$ cat src/rtl/pci_tx_pkg.sv
// ============================================================================
// pci_tx_pkg : shared types and defaults for the TX virtual-channel datapath
// Rev 1.0    : initial release
// ============================================================================
`default_nettype none

package pci_tx_pkg;

  localparam int DATA_W_DEF = 6;
  localparam int CRED_W_DEF = 4;
  // Destination select is the MSB of a default-width word
  localparam int DEST_BIT   = DATA_W_DEF - 1;

  typedef enum logic [1:0] {
    INIT = 2'd0,
    RUN  = 2'd1,
    HOLD = 2'd2
  } sched_state_t;

endpackage

`default_nettype wire

$ cat src/rtl/vc_credit_counter.sv
// ============================================================================
// vc_credit_counter : per-destination credit counter with sticky overflow flag
// Rev 1.0           : initial release
// ============================================================================
`default_nettype none

module vc_credit_counter
  import pci_tx_pkg::*;
#(
  parameter int CRED_W      = CRED_W_DEF,
  parameter int MAX_CREDITS = 8
) (
  input  logic              clk,
  input  logic              rst_n,
  input  logic              load,
  input  logic              dec,
  input  logic              inc,
  output logic [CRED_W-1:0] count,
  output logic              ovf
);

  localparam logic [CRED_W-1:0] MAX_C = CRED_W'(MAX_CREDITS);

  logic [CRED_W-1:0] count_q, count_d;
  logic              ovf_q, ovf_d;

  // A simultaneous take and return cancel out, so neither can overflow
  always_comb begin
    count_d = count_q;
    ovf_d   = ovf_q;
    if (load) begin
      count_d = MAX_C;
    end else if (inc && !dec) begin
      if (count_q == MAX_C) ovf_d = 1'b1;
      else                  count_d = count_q + 1'b1;
    end else if (dec && !inc) begin
      count_d = count_q - 1'b1;
    end
  end

  always_ff @(posedge clk or negedge rst_n) begin
    if (!rst_n) begin
      count_q <= '0;
      ovf_q   <= 1'b0;
    end else begin
      count_q <= count_d;
      ovf_q   <= ovf_d;
    end
  end

  assign count = count_q;
  assign ovf   = ovf_q;

endmodule

`default_nettype wire

$ cat src/rtl/vc_credit_scheduler.sv
// ============================================================================
// vc_credit_scheduler : credit-based WRR scheduler, VC0/VC1 -> D0/D1
// Optional grant statistics enabled by defining SCHED_STATS_EN.
// Rev 1.0             : initial release
// ============================================================================
`default_nettype none

module vc_credit_scheduler
  import pci_tx_pkg::*;
#(
  parameter int DATA_W     = DATA_W_DEF,
  parameter int CRED_W     = CRED_W_DEF,
  parameter int D_CREDITS  = 8,
  parameter int VC0_WEIGHT = 3
) (
  input  logic              clk,
  input  logic              reset_L,
  input  logic              enable,
  input  logic [DATA_W-1:0] VC0,
  input  logic [DATA_W-1:0] VC1,
  input  logic              VC0_empty,
  input  logic              VC1_empty,
  input  logic              D0_credit_ret,
  input  logic              D1_credit_ret,
  output logic              VC0_pop,
  output logic              VC1_pop,
  output logic [DATA_W-1:0] data_out,
  output logic              D0_push,
  output logic              D1_push,
  output logic [CRED_W-1:0] D0_credits,
  output logic [CRED_W-1:0] D1_credits,
  output logic              cred_err,
  output logic [7:0]        VC0_grants,
  output logic [7:0]        VC1_grants
);

  localparam int                DSEL    = DATA_W - 1;
  localparam int                WRR_W   = $clog2(VC0_WEIGHT + 1);
  localparam logic [WRR_W-1:0]  WRR_MAX = WRR_W'(VC0_WEIGHT);

  sched_state_t      state_q, state_d;
  logic [WRR_W-1:0]  wrr_q, wrr_d;
  logic [DATA_W-1:0] data_q, data_d;
  logic              d0_push_q, d0_push_d;
  logic              d1_push_q, d1_push_d;

  logic [CRED_W-1:0] d0_cnt, d1_cnt;
  logic              d0_ovf, d1_ovf;
  logic              elig0, elig1, gnt0, gnt1, grant, dest;
  logic [DATA_W-1:0] word;

  // ---------------- FSM: state register ----------------
  always_ff @(posedge clk or negedge reset_L) begin
    if (!reset_L) state_q <= INIT;
    else          state_q <= state_d;
  end

  // ---------------- FSM: next state ----------------
  always_comb begin
    state_d = state_q;
    case (state_q)
      INIT:    state_d = RUN;
      RUN:     if (!enable) state_d = HOLD;
      HOLD:    if (enable)  state_d = RUN;
      default: state_d = INIT;
    endcase
  end

  // ---------------- FSM: grant outputs ----------------
  assign elig0 = !VC0_empty && (VC0[DSEL] ? (d1_cnt != '0) : (d0_cnt != '0));
  assign elig1 = !VC1_empty && (VC1[DSEL] ? (d1_cnt != '0) : (d0_cnt != '0));

  // Enable is also gated here so the cycle that samples enable=0 never pops
  always_comb begin
    gnt0  = 1'b0;
    gnt1  = 1'b0;
    wrr_d = wrr_q;
    if (state_q == RUN && enable) begin
      if (elig0 && elig1) begin
        if (wrr_q < WRR_MAX) begin
          gnt0  = 1'b1;
          wrr_d = wrr_q + 1'b1;
        end else begin
          gnt1  = 1'b1;
          wrr_d = '0;
        end
      end else if (elig0) begin
        gnt0  = 1'b1;
        wrr_d = (wrr_q == WRR_MAX) ? WRR_MAX : wrr_q + 1'b1;
      end else if (elig1) begin
        gnt1  = 1'b1;
        wrr_d = '0;
      end
    end
  end

  assign VC0_pop = gnt0;
  assign VC1_pop = gnt1;

  // ---------------- Registered datapath toward destinations ----------------
  assign grant = gnt0 | gnt1;
  assign word  = gnt1 ? VC1 : VC0;
  assign dest  = word[DSEL];

  always_comb begin
    data_d    = grant ? word : data_q;
    d0_push_d = grant & ~dest;
    d1_push_d = grant &  dest;
  end

  always_ff @(posedge clk or negedge reset_L) begin
    if (!reset_L) begin
      wrr_q     <= '0;
      data_q    <= '0;
      d0_push_q <= 1'b0;
      d1_push_q <= 1'b0;
    end else begin
      wrr_q     <= wrr_d;
      data_q    <= data_d;
      d0_push_q <= d0_push_d;
      d1_push_q <= d1_push_d;
    end
  end

  assign data_out = data_q;
  assign D0_push  = d0_push_q;
  assign D1_push  = d1_push_q;

  // ---------------- Credit tracking ----------------
  vc_credit_counter #(
    .CRED_W      (CRED_W),
    .MAX_CREDITS (D_CREDITS)
  ) u_d0_credits (
    .clk   (clk),
    .rst_n (reset_L),
    .load  (state_q == INIT),
    .dec   (grant & ~dest),
    .inc   (D0_credit_ret),
    .count (d0_cnt),
    .ovf   (d0_ovf)
  );

  vc_credit_counter #(
    .CRED_W      (CRED_W),
    .MAX_CREDITS (D_CREDITS)
  ) u_d1_credits (
    .clk   (clk),
    .rst_n (reset_L),
    .load  (state_q == INIT),
    .dec   (grant & dest),
    .inc   (D1_credit_ret),
    .count (d1_cnt),
    .ovf   (d1_ovf)
  );

  assign D0_credits = d0_cnt;
  assign D1_credits = d1_cnt;
  assign cred_err   = d0_ovf | d1_ovf;

  // ---------------- Grant statistics ----------------
`ifdef SCHED_STATS_EN
  logic [7:0] vc0_grants_q, vc0_grants_d;
  logic [7:0] vc1_grants_q, vc1_grants_d;

  always_comb begin
    vc0_grants_d = vc0_grants_q + {7'd0, gnt0};
    vc1_grants_d = vc1_grants_q + {7'd0, gnt1};
  end

  always_ff @(posedge clk or negedge reset_L) begin
    if (!reset_L) begin
      vc0_grants_q <= '0;
      vc1_grants_q <= '0;
    end else begin
      vc0_grants_q <= vc0_grants_d;
      vc1_grants_q <= vc1_grants_d;
    end
  end

  assign VC0_grants = vc0_grants_q;
  assign VC1_grants = vc1_grants_q;
`else
  assign VC0_grants = '0;
  assign VC1_grants = '0;
`endif

endmodule

`default_nettype wire

$ cat config.mk
export PLATFORM = sky130hd
export DESIGN_NAME = vc_credit_scheduler
export DESIGN_NICKNAME = d
export VERILOG_FILES = /design/src/rtl/pci_tx_pkg.sv /design/src/rtl/vc_credit_counter.sv /design/src/rtl/vc_credit_scheduler.sv
export SDC_FILE = /design/constraint.sdc
export NUM_CORES = 1
export LEC_CHECK = 0
export ABC_AREA = 1
export BUFFER_PORTS_ARGS = -buffer_cell sky130_fd_sc_hd__buf_2
export CAP_MARGIN = 15
export CORE_MARGIN = 2
export CORE_UTILIZATION = 45
export DETAILED_ROUTE_END_ITERATION = 10
export GPL_TIMING_DRIVEN = 0
export PLACE_DENSITY = 0.75
export RECOVER_POWER = 50
export SLEW_MARGIN = 20
export SYNTH_ARGS = -nofsm -noshare
export SYNTH_HDL_FRONTEND = slang
export SYNTH_SLANG_ARGS = --single-unit
$ cat constraint.sdc
create_clock -name clk -period 2.2 [get_ports clk]
set_input_delay 0.33 -clock clk [delete_from_list [all_inputs] [get_ports clk]]
set_output_delay 0.33 -clock clk [all_outputs]
set_load 0.05 [all_outputs]
==> Word-level counts from Yosys, hierarchy flattened <==
Index checks and enable logic that the tools add are counted.
{ "classes": {"add_sub_neg": 5, "order_cmp": 1, "n_eq_ne": 9, "n_mux": 28, "bitwise": 6, "n_reduce_logical": 26} }
{ "ops": {"columns": ["cell", "n"], "rows": [
  ["4-bit 2-to-1 mux", 8],
  ["2-bit 2-to-1 mux", 7],
  ["1-bit 2-to-1 mux", 11],
  ["3-bit nonzero test", 3],
  ["4-bit by 1-bit adder with 4-bit output (second input constant)", 2],
  ["4-bit equality test (second input constant)", 2],
  ["1-bit logical AND", 8],
  ["2-bit AND reduction", 4],
  ["4-bit nonzero test", 2],
  ["4-bit by 1-bit subtractor with 4-bit output (second input constant)", 2],
  ["1-bit logical NOT", 6],
  ["6-bit 2-to-1 mux", 1],
  ["2-bit case mux with 3 select lines", 1],
  ["3-bit AND reduction", 2],
  ["2-bit equality test (second input constant)", 2],
  ["2-bit inequality test (second input constant)", 2],
  ["3-bit by 2-bit inequality test with 1-bit output (second input constant)", 1],
  ["3-bit inequality test (second input constant)", 1],
  ["2-bit by 1-bit adder with 2-bit output (second input constant)", 1],
  ["1-bit AND", 2],
  ["2-bit by 1-bit equality test with 1-bit output (second input constant)", 1],
  ["2-bit logical NOT", 1],
  ["2-bit < comparator (second input constant)", 1],
  ["1-bit NOT", 2],
  ["1-bit bitwise OR", 2]
]} }
{ "word_totals": {"ff_bits": 22, "input_bits": 19, "out_inout_bits": 35, "word_cells": 84} }

==> Depth between registers and ports, before layout <==
Gate-level depths: netlist of run 1.
{ "depth": {"word_depth": 14, "mapped_depth": 18, "mapped_depth_nobuf": 18} }

==> Hierarchy <==
Synthesis of run 1 repeated with hierarchy kept, for this count alone.
{ "unflattened": {"cells_unflattened": 230, "area_unflattened_um2": 1705.4} }
{ "modules_own_cells": {"columns": ["mod", "instances", "cells_each", "area_each_um2", "seq_area_each_um2"], "rows": [
  ["vc_credit_scheduler", 1, 120, 954.7, 300.3],
  ["vc_credit_counter", 2, 55, 375.4, 125.1]
]} }

==> Worst setup path before layout of run 1 <==
OpenSTA, ideal clock, no wires.
{ "synth_path": {"kind": "register to register", "start": "register u_d0_credits.count_q[2], in the netlist u_d0_credits.count[2]", "end": "register u_d0_credits.count_q[3], in the netlist u_d0_credits.count[3]", "setup_ns": 0.087, "arrival_ns": 2.606, "t_required_ns": 2.113, "slack_ns": -0.493, "path_stages_with_launch": 17, "path_buffers": 0, "synth_period_minus_slack_ns": 2.693, "path_cell_list": "dfrtp_1 > nor2_1 > nand3_1 > nand3_2 > nor2_4 > nand2_4 > nand2_4 > nand2_1 > nand2_1 > ha_1 > inv_1 > ha_1 > nand2_1 > nor2_1 > a211oi_1 > or2_2 > a22oi_1"} }
{ "synth_via": {"elab_chain_cells": 14, "elab_cells_between_ends": 30, "cone_classes": "add/sub (2); eq/ne (2); mux (14); bitwise (3); reduce/logical (9)"} }
{ "synth_lines": {"columns": ["item", "line_no", "rtl"], "rows": [
  ["start, declared", "vc_credit_counter.sv:24", "logic [CRED_W-1:0] count_q, count_d;"],
  ["start signal, assigned", "vc_credit_counter.sv:46", "count_q <= count_d;"],
  ["4-bit nonzero test", "vc_credit_scheduler.sv:70, vc_credit_scheduler.sv:71", null],
  ["1-bit 2-to-1 mux", "vc_credit_scheduler.sv:71", "assign elig1 = !VC1_empty && (VC1[DSEL] ? (d1_cnt != '0) : (d0_cnt != '0));"],
  ["1-bit logical AND", "vc_credit_scheduler.sv:71", null],
  ["1-bit 2-to-1 mux", "vc_credit_scheduler.sv:90", "end else if (elig1) begin"],
  ["1-bit 2-to-1 mux", "vc_credit_scheduler.sv:87", "end else if (elig0) begin"],
  ["1-bit 2-to-1 mux", "vc_credit_scheduler.sv:79", "if (elig0 && elig1) begin"],
  ["1-bit 2-to-1 mux", "vc_credit_scheduler.sv:78", "if (state_q == RUN && enable) begin"],
  ["6-bit 2-to-1 mux", "vc_credit_scheduler.sv:102", "assign word = gnt1 ? VC1 : VC0;"],
  ["1-bit NOT", "vc_credit_scheduler.sv:137", ".dec (grant & ~dest),"],
  ["1-bit AND", "vc_credit_scheduler.sv:137", null],
  ["1-bit logical NOT", "vc_credit_counter.sv:33", "end else if (inc && !dec) begin"],
  ["1-bit logical AND", "vc_credit_counter.sv:33", null],
  ["3-bit by 2-bit inequality test with 1-bit output (no source line), or another cell as far along", null, null],
  ["2-bit AND reduction (no source line) / 4-bit 2-to-1 mux (equally long branches)", null, null]
]} }
Parallel ways exist; a longest one is shown, timed or not. The select of a mux whose other input is x is not followed.
A chain may end at the register's enable or synchronous reset.

==> Worst setup path in the final report of run 1 <==
{ "layout_path": {"start": "register u_d0_credits.count_q[0], in the netlist u_d0_credits.count[0]", "end": "register u_d0_credits.count_q[3], in the netlist u_d0_credits.count[3]"} }
Same word-level chain as after synthesis.

==> run_results.csv, run 1 <==
group,metric,value,unit
routing,via_count,1505,
layout,multi_input_area,1040,um^2
worst_hold_path,hold_path_depth,2,
routing,drtPass1Iterations,5,
grt,overflow,0,
routing,wl,3750,um
floorplanning,rows,21,
routing,routed_via_density,4.72,
placed_design,gp_congestion,0.788,
layout,fin_area,2320,um^2
synth,synth_area,1580,um^2
clock_tree,clkSinkCount,22,
sta,fmaxAchievable,424,MHz
synth,syn_avg_cell_area,8.35,um^2
flow_run,maxCapViolations,0,
sta,fin_skew,0.00648,ns
critical_path,crit_fanout,3,
grt,antenna_found_initial,0,
clock_tree,cts_made_buffers,3,
layout,layout_common_cells,"44 x buf_4, 32 x buf_2, 30 x nand2_1",
worst_hold_path,hold_start,"enable",
placed_design,dp_slack,-0.390,ns
synth,yosys.cell_types.count,31,
critical_path,reg2reg_slack,-0.16,ns
layout,final_nets,304,
layout,area_growth,47.1,%
floorplanning,start_util,46.9,%
routing,remaining_drc_errors,0,
grt,grt_use_total,19.2,%
layout,seq_area,561,um^2
critical_path,end_kind,"flip-flop",
routing,route.met3.wl,248,um
critical_path,cp.arrival,2.61,ns
status,violations,"negative setup slack",
synth,synth_top_area_share,34.9,%
floorplanning,ios,54,
sta,rsz0062_at_grt,"true",
sta,setup-tns-final,-0.620,ns
sta,post-route-period-util,107,%
placed_design,dpl-instance-area,1950,um^2
critical_path,cp_data_required_time,2.45,ns
critical_path,path_class,"flip-flop to flip-flop",
sta,slew_violations,0,
layout,fillers,262,
floorplanning,die_x,63.2,um
critical_path,startpoint,"u_d0_credits.count[0]$_DFFE_PN0P_",
critical_path,startpoint_type,"flip-flop",
floorplanning,fp.dieH,63.2,um
worst_hold_path,hold_class,"input pin to flip-flop",
synth,ys_seq_area_share,34.9,%
placed_design,hpwlAfterDp,2420,um
clock_tree,cts_tree,"done",
synth,yosysTopAreaCell,"dfrtp_1",
pwr,ir_drop,0.802,mV
status,status,"finished with violations",
floorplanning,coreArea,3360,um^2
clock_tree,insertion_delay,0.32,ns
critical_path,r2r_cells,17,
grt,grt_pass1_vias,1508,
clock_tree,clkTransAtPathRegs,0.12,ns
routing,wl_met1,1470,um
clock_tree,h-tree-depth,1,
pwr,p_leak,1.20,nW
placed_design,portBuffers,37,
layout,final_common_cell,"buf_4",
pwr,powerDensity,1310,nW/um^2
layout,layout-drive-gt1-share,52.4,%
sta,setup_viol,7,
sta,min_period,2.36,ns
floorplanning,dieArea,4000,um^2
routing,drt-wirelength-per-cell,11.7,um
grt,grt_max_degree,23,
grt,grt_pass1_wl,6220,um
critical_path,rr_startpoint,"u_d0_credits.count[0]$_DFFE_PN0P_",
synth,yosys_warnings,0,
clock_tree,clockBufferDepth,2,
sta,hold_viol_final,0,
routing,dr.max_layer_used,"met4",
sta,setup_ws,-0.159,ns
routing,wl_met2,1970,um
layout,diodes,0,
sta,worst_slew_pin_slew,1.19,ns
routing,ant_nets,0,
synth,synth_area_leaders,"dfrtp_1 35%, nand2_1 8.6%, buf_4 7.6%",
synth,netlist_instances,189,
routing,drtIter0Drc,47,
clock_tree,clockRootBuffer,"clkbuf_4",
sta,max-slew-margin-rel,20.7,%
synth,synth_seq_cells,22,
## flip-flops by register name, summed over array words and instances (netlist names)
register and cells:
data_out 6, u_d1_credits.count 4, D1_push 1, u_d0_credits.ovf 1, state_q 2, u_d0_credits.count 4, wrr_q 2, u_d1_credits.ovf 1
D0_push 1
## logic make-up after synthesis
group / count (synthesis) / share of synthesized area (%)
compound gates: 20 / 8.41
xor+xnor: 3 / 1.67
fa+ha+maj: 10 / 8.88
buf+inv: 44 / 14.4
flops: 22 / 34.9
other cells: 1 / 0.238
simple gates: 89 / 31.6
## per-layer routing
metal	vias up	global-route usage, %
li1	738	-
met1	700	21.4
met2	61	37.2
met3	6	2.86
met4	0	5.43
met5	-	0
## worst max-delay path: stages (launching register included)
cell and delay [ns]:
dfrtp_2 0.44, nor2_4 0.15, nand3_2 0.11, nand2_2 0.09
nor2_4 0.04, nand3_4 0.11, nand2_4 0.07, nand2_4 0.08
nand2_4 0.06, nand2_4 0.07, ha_4 0.16, inv_4 0.05
ha_4 0.27, nand2_2 0.06, nor2_4 0.12, a211oi_4 0.05
or2_4 0.23, a22oi_2 0.11
## repair_timing
action | CTS | global route
endpoints found under the hold margin | 22 | 0
setup endpoints to repair | 7 | 8
resized for setup | 22 | 12
hold buffers | 1 | 0
setup buffers | 22 | 6
cloned | 0 | 0
pin swaps | 25 | 19
## where the power goes
group          total (W)  leakage (nW)  switching, W  internal, W
clock network   0.000192        0.0138      0.000127    0.0000643
logic            0.00214         0.934       0.00136     0.000775
registers       0.000708         0.250      0.000129     0.000579
total            0.00304          1.20       0.00162      0.00142
## final timing paths
| check | to |
|---|---|
| worst max-delay path | u_d0_credits.count[3]$_DFFE_PN0P_ |
| worst min-delay path | state_q[1]$_DFFE_PN0P_ |
| worst max register to register | u_d0_credits.count[3]$_DFFE_PN0P_ |
| worst min register to register | u_d0_credits.ovf$_DFFE_PN0P_ |
| max in group asynchronous | u_d1_credits.count[0]$_DFFE_PN0P_ |
| min in group asynchronous | wrr_q[0]$_DFFE_PN0P_ |
## Yosys cell counts (all sizes together)
cell / number
dfrtp: 22
nand4: 5
nor3: 2
conb: 1
a21oi: 5
a22oi: 1
xor2: 3
nand3: 14
inv: 27
or2: 3
fa: 2
o21ai: 5
a31oi: 5
ha: 8
o22ai: 2
a211oi: 1
o31ai: 1
nor2: 24
buf: 17
nand2: 41
## cell type report
type	count	area share [%]
Buffer	17	5.39
Clock buffer	3	0.970
Inverter	27	4.47
Multi-Input combinational cell	138	44.7
Sequential cell	22	24.2
Tap cell	46	2.48
Timing Repair Buffer	66	17.8
## metrics by stage
step | util [%] | hold WS (ns) | power, W | std cells
floorplan | - | 0.0344 | 0.00207 | 204
global placement | 57.8 | 0.327 | 0.00236 | 287
detailed placement | 57.8 | 0.326 | 0.00240 | 287
CTS | 66.4 | 0.200 | 0.00289 | 313
global route | 69.0 | 0.194 | 0.00326 | 319
finish | 69.0 | 0.196 | 0.00304 | 319
(Power assumes the default switching activity.)
==> run 2: changes to the inputs <==
--- a/config.mk
+++ b/config.mk
@@ -14,6 +14,7 @@
 export GPL_TIMING_DRIVEN = 0
 export PLACE_DENSITY = 0.75
 export RECOVER_POWER = 50
+export SKIP_LAST_GASP = 1
 export SLEW_MARGIN = 20
 export SYNTH_ARGS = -nofsm -noshare
 export SYNTH_HDL_FRONTEND = slang
==> run 2 against run 1 <==
  * Hold slack about the same
  * Largest cell class unchanged
  * Combinational power barely moved
  * Register-to-register slack hardly changed
  * The flow still finishes with violations (negative setup slack)
  * Sequential share of layout area barely moved
  * Count of clock-buffer cells in the layout did not move
  * Clock power is essentially flat
  * Total power is essentially flat
  * Non-clock buffer count unchanged
  * First-iteration DRC count unchanged
  * Clock skew rose by 0.0022 ns
==> run_results.csv, run 2 (same netlist as run 1, synthesis figures left out) <==
group,metric,value,unit
status,status,"finished with violations",
status,violations,"negative setup slack",
layout,fin_util,68.9,%
placed_design,gp_congestion,0.788,
sta,max-slew-margin-rel,20.9,%
floorplanning,start_util,46.9,%
critical_path,path_class,"flip-flop to flip-flop",
layout,fin_area,2320,um^2
clock_tree,insertion_delay,0.32,ns
layout,final_common_cell,"buf_4",
placed_design,portBuffers,37,
floorplanning,fp.dieH,63.2,um
sta,setup_ws,-0.162,ns
layout,layout_common_cells,"43 x buf_4, 33 x buf_2, 30 x nand2_1",
critical_path,rr_startpoint,"u_d0_credits.count[0]$_DFFE_PN0P_",
layout,multi_input_area,1040,um^2
critical_path,crit_fanout,3,
sta,hold_viol_final,0,
pwr,powerDensity,1310,nW/um^2
sta,fin_skew,0.00870,ns
routing,via_count,1495,
sta,post-route-period-util,107,%
floorplanning,rows,21,
worst_hold_path,min_delay_worst_endpoint,"state_q[1]$_DFFE_PN0P_",
critical_path,end_kind,"flip-flop",
critical_path,cp_common_cell,"nand2_4",
placed_design,dp.cells,287,
critical_path,cp_slowest_cell,"dfrtp_2",
layout,area_growth,46.9,%
worst_hold_path,hold_class,"input pin to flip-flop",
critical_path,r2r_cells,17,
layout,seq_area,561,um^2
layout,fillers,263,
sta,rsz0062_at_grt,"true",
layout,final_nets,304,
flow_run,maxCapViolations,0,
routing,drt-wirelength-per-cell,11.7,um
sta,min_period,2.36,ns
grt,grt_use_total,19.2,%
critical_path,crit_buf_inv,1,
layout,diodes,0,
layout,instances_no_fill,319,
routing,ant_nets,0,
worst_hold_path,hold_path_depth,2,
placed_design,dpl-instance-area,1950,um^2
layout,largest_reg_flops,6,
clock_tree,clkSinkCount,22,
critical_path,cp.arrival,2.61,ns
clock_tree,clockBufferDepth,2,
worst_hold_path,hold_start,"enable",
sta,slew_violations,0,
pwr,ir_drop,0.803,mV
critical_path,cp_data_required_time,2.45,ns
critical_path,path_cells,"nor2_4 -> nand3_2 -> nand2_2 -> nor2_4 -> nand3_4 -> nand2_4 -> nand2_4 -> nand2_4 -> nand2_4 -> ha_4 -> inv_4 -> ha_4 -> nand2_2 -> nor2_4 -> a211oi_4 -> or2_4 -> a22oi_2",
routing,routed_via_density,4.69,
clock_tree,cts_tree,"done",
grt,antenna_found_initial,0,
grt,grt_pass1_wl,6240,um
routing,remaining_drc_errors,0,
sta,setup_viol,7,
floorplanning,die_x,63.2,um
grt,overflow,0,
routing,drtIter0Drc,47,
sta,setup-tns-final,-0.608,ns
clock_tree,cts_made_buffers,3,
clock_tree,clockRootBuffer,"clkbuf_4",
routing,wl,3740,um
sta,fmaxAchievable,423,MHz
floorplanning,coreArea,3360,um^2
clock_tree,h-tree-depth,1,
sta,worst_slew_pin_slew,1.19,ns
critical_path,crit_family,"simple AND/OR/NAND/NOR gates",
pwr,p_leak,1.20,nW
critical_path,startpoint_type,"flip-flop",
placed_design,hpwlAfterDp,2420,um
floorplanning,ios,54,
layout,layout-drive-gt1-share,52.4,%
floorplanning,dieArea,4000,um^2
grt,grt_pass1_vias,1506,
routing,drtPass1Iterations,6,
grt,grt_max_degree,23,
clock_tree,clkTransAtPathRegs,0.13,ns
critical_path,slowest_delay,0.44,ns
critical_path,r2r-end,"u_d0_credits.count[3]$_DFFE_PN0P_",
critical_path,reg2reg_slack,-0.16,ns
==> run 2: cell counts in the layout (fill, tap and decap cells not counted) <==
No cell type changed its count.
==> run 2: per-layer routing <==
metal	up-vias	track usage, %	routed length (um)
li1	739	-	-
met3	6	2.86	243
met5	-	0	0
met2	58	37.2	1940
met4	0	5.43	53
met1	692	21.6	1500
==> run 2: worst max-delay path by stage <==
stage,from,to,slack (ns),depth (start not counted)
2_1_floorplan,u_d0_credits.count[2]$_DFFE_PN0P_,u_d0_credits.count[3]$_DFFE_PN0P_,-0.29,17
3_3_place_gp,VC0[5],u_d0_credits.count[3]$_DFFE_PN0P_,-0.37,18
3_5_place_dp,VC0[5],u_d0_credits.count[3]$_DFFE_PN0P_,-0.39,18
4_1_cts,u_d1_credits.count[1]$_DFFE_PN0P_,u_d0_credits.count[3]$_DFFE_PN0P_,-0.13,16
5_1_grt,u_d0_credits.count[0]$_DFFE_PN0P_,u_d1_credits.count[3]$_DFFE_PN0P_,-0.31,18
6_report,u_d0_credits.count[0]$_DFFE_PN0P_,u_d0_credits.count[3]$_DFFE_PN0P_,-0.16,17
==> run 2: what timing repair did <==
item                                   4_1_cts  5_1_grt
setup endpoints to repair                    7        8
gates resized for setup                     21       12
pin swaps                                   25       19
setup buffers                               22        6
hold buffers                                 1        0
endpoints found under the hold margin       22        0
==> run 2: area by class of cell <==
type	count	share of cell area, %
Timing Repair Buffer	66	17.7
Tap cell	46	2.48
Buffer	17	5.40
Sequential cell	22	24.2
Inverter	27	4.48
Multi-Input combinational cell	138	44.8
Clock buffer	3	0.971
==> run 2: power by group <==
group	leakage (nW)	internal [W]	total (W)	switching, W
logic	0.934	0.000773	0.00213	0.00136
registers	0.250	0.000579	0.000708	0.000129
clock network	0.0138	0.0000643	0.000193	0.000129
==> run 2: metrics by stage <==
step           total power [W]  hold slack, ns  setup slack, ns
2_1_floorplan          0.00207          0.0344           -0.293
3_3_place_gp           0.00236           0.327           -0.366
3_5_place_dp           0.00240           0.326           -0.390
4_1_cts                0.00289           0.200           -0.127
5_1_grt                0.00326           0.194           -0.308
6_report               0.00304           0.196           -0.162
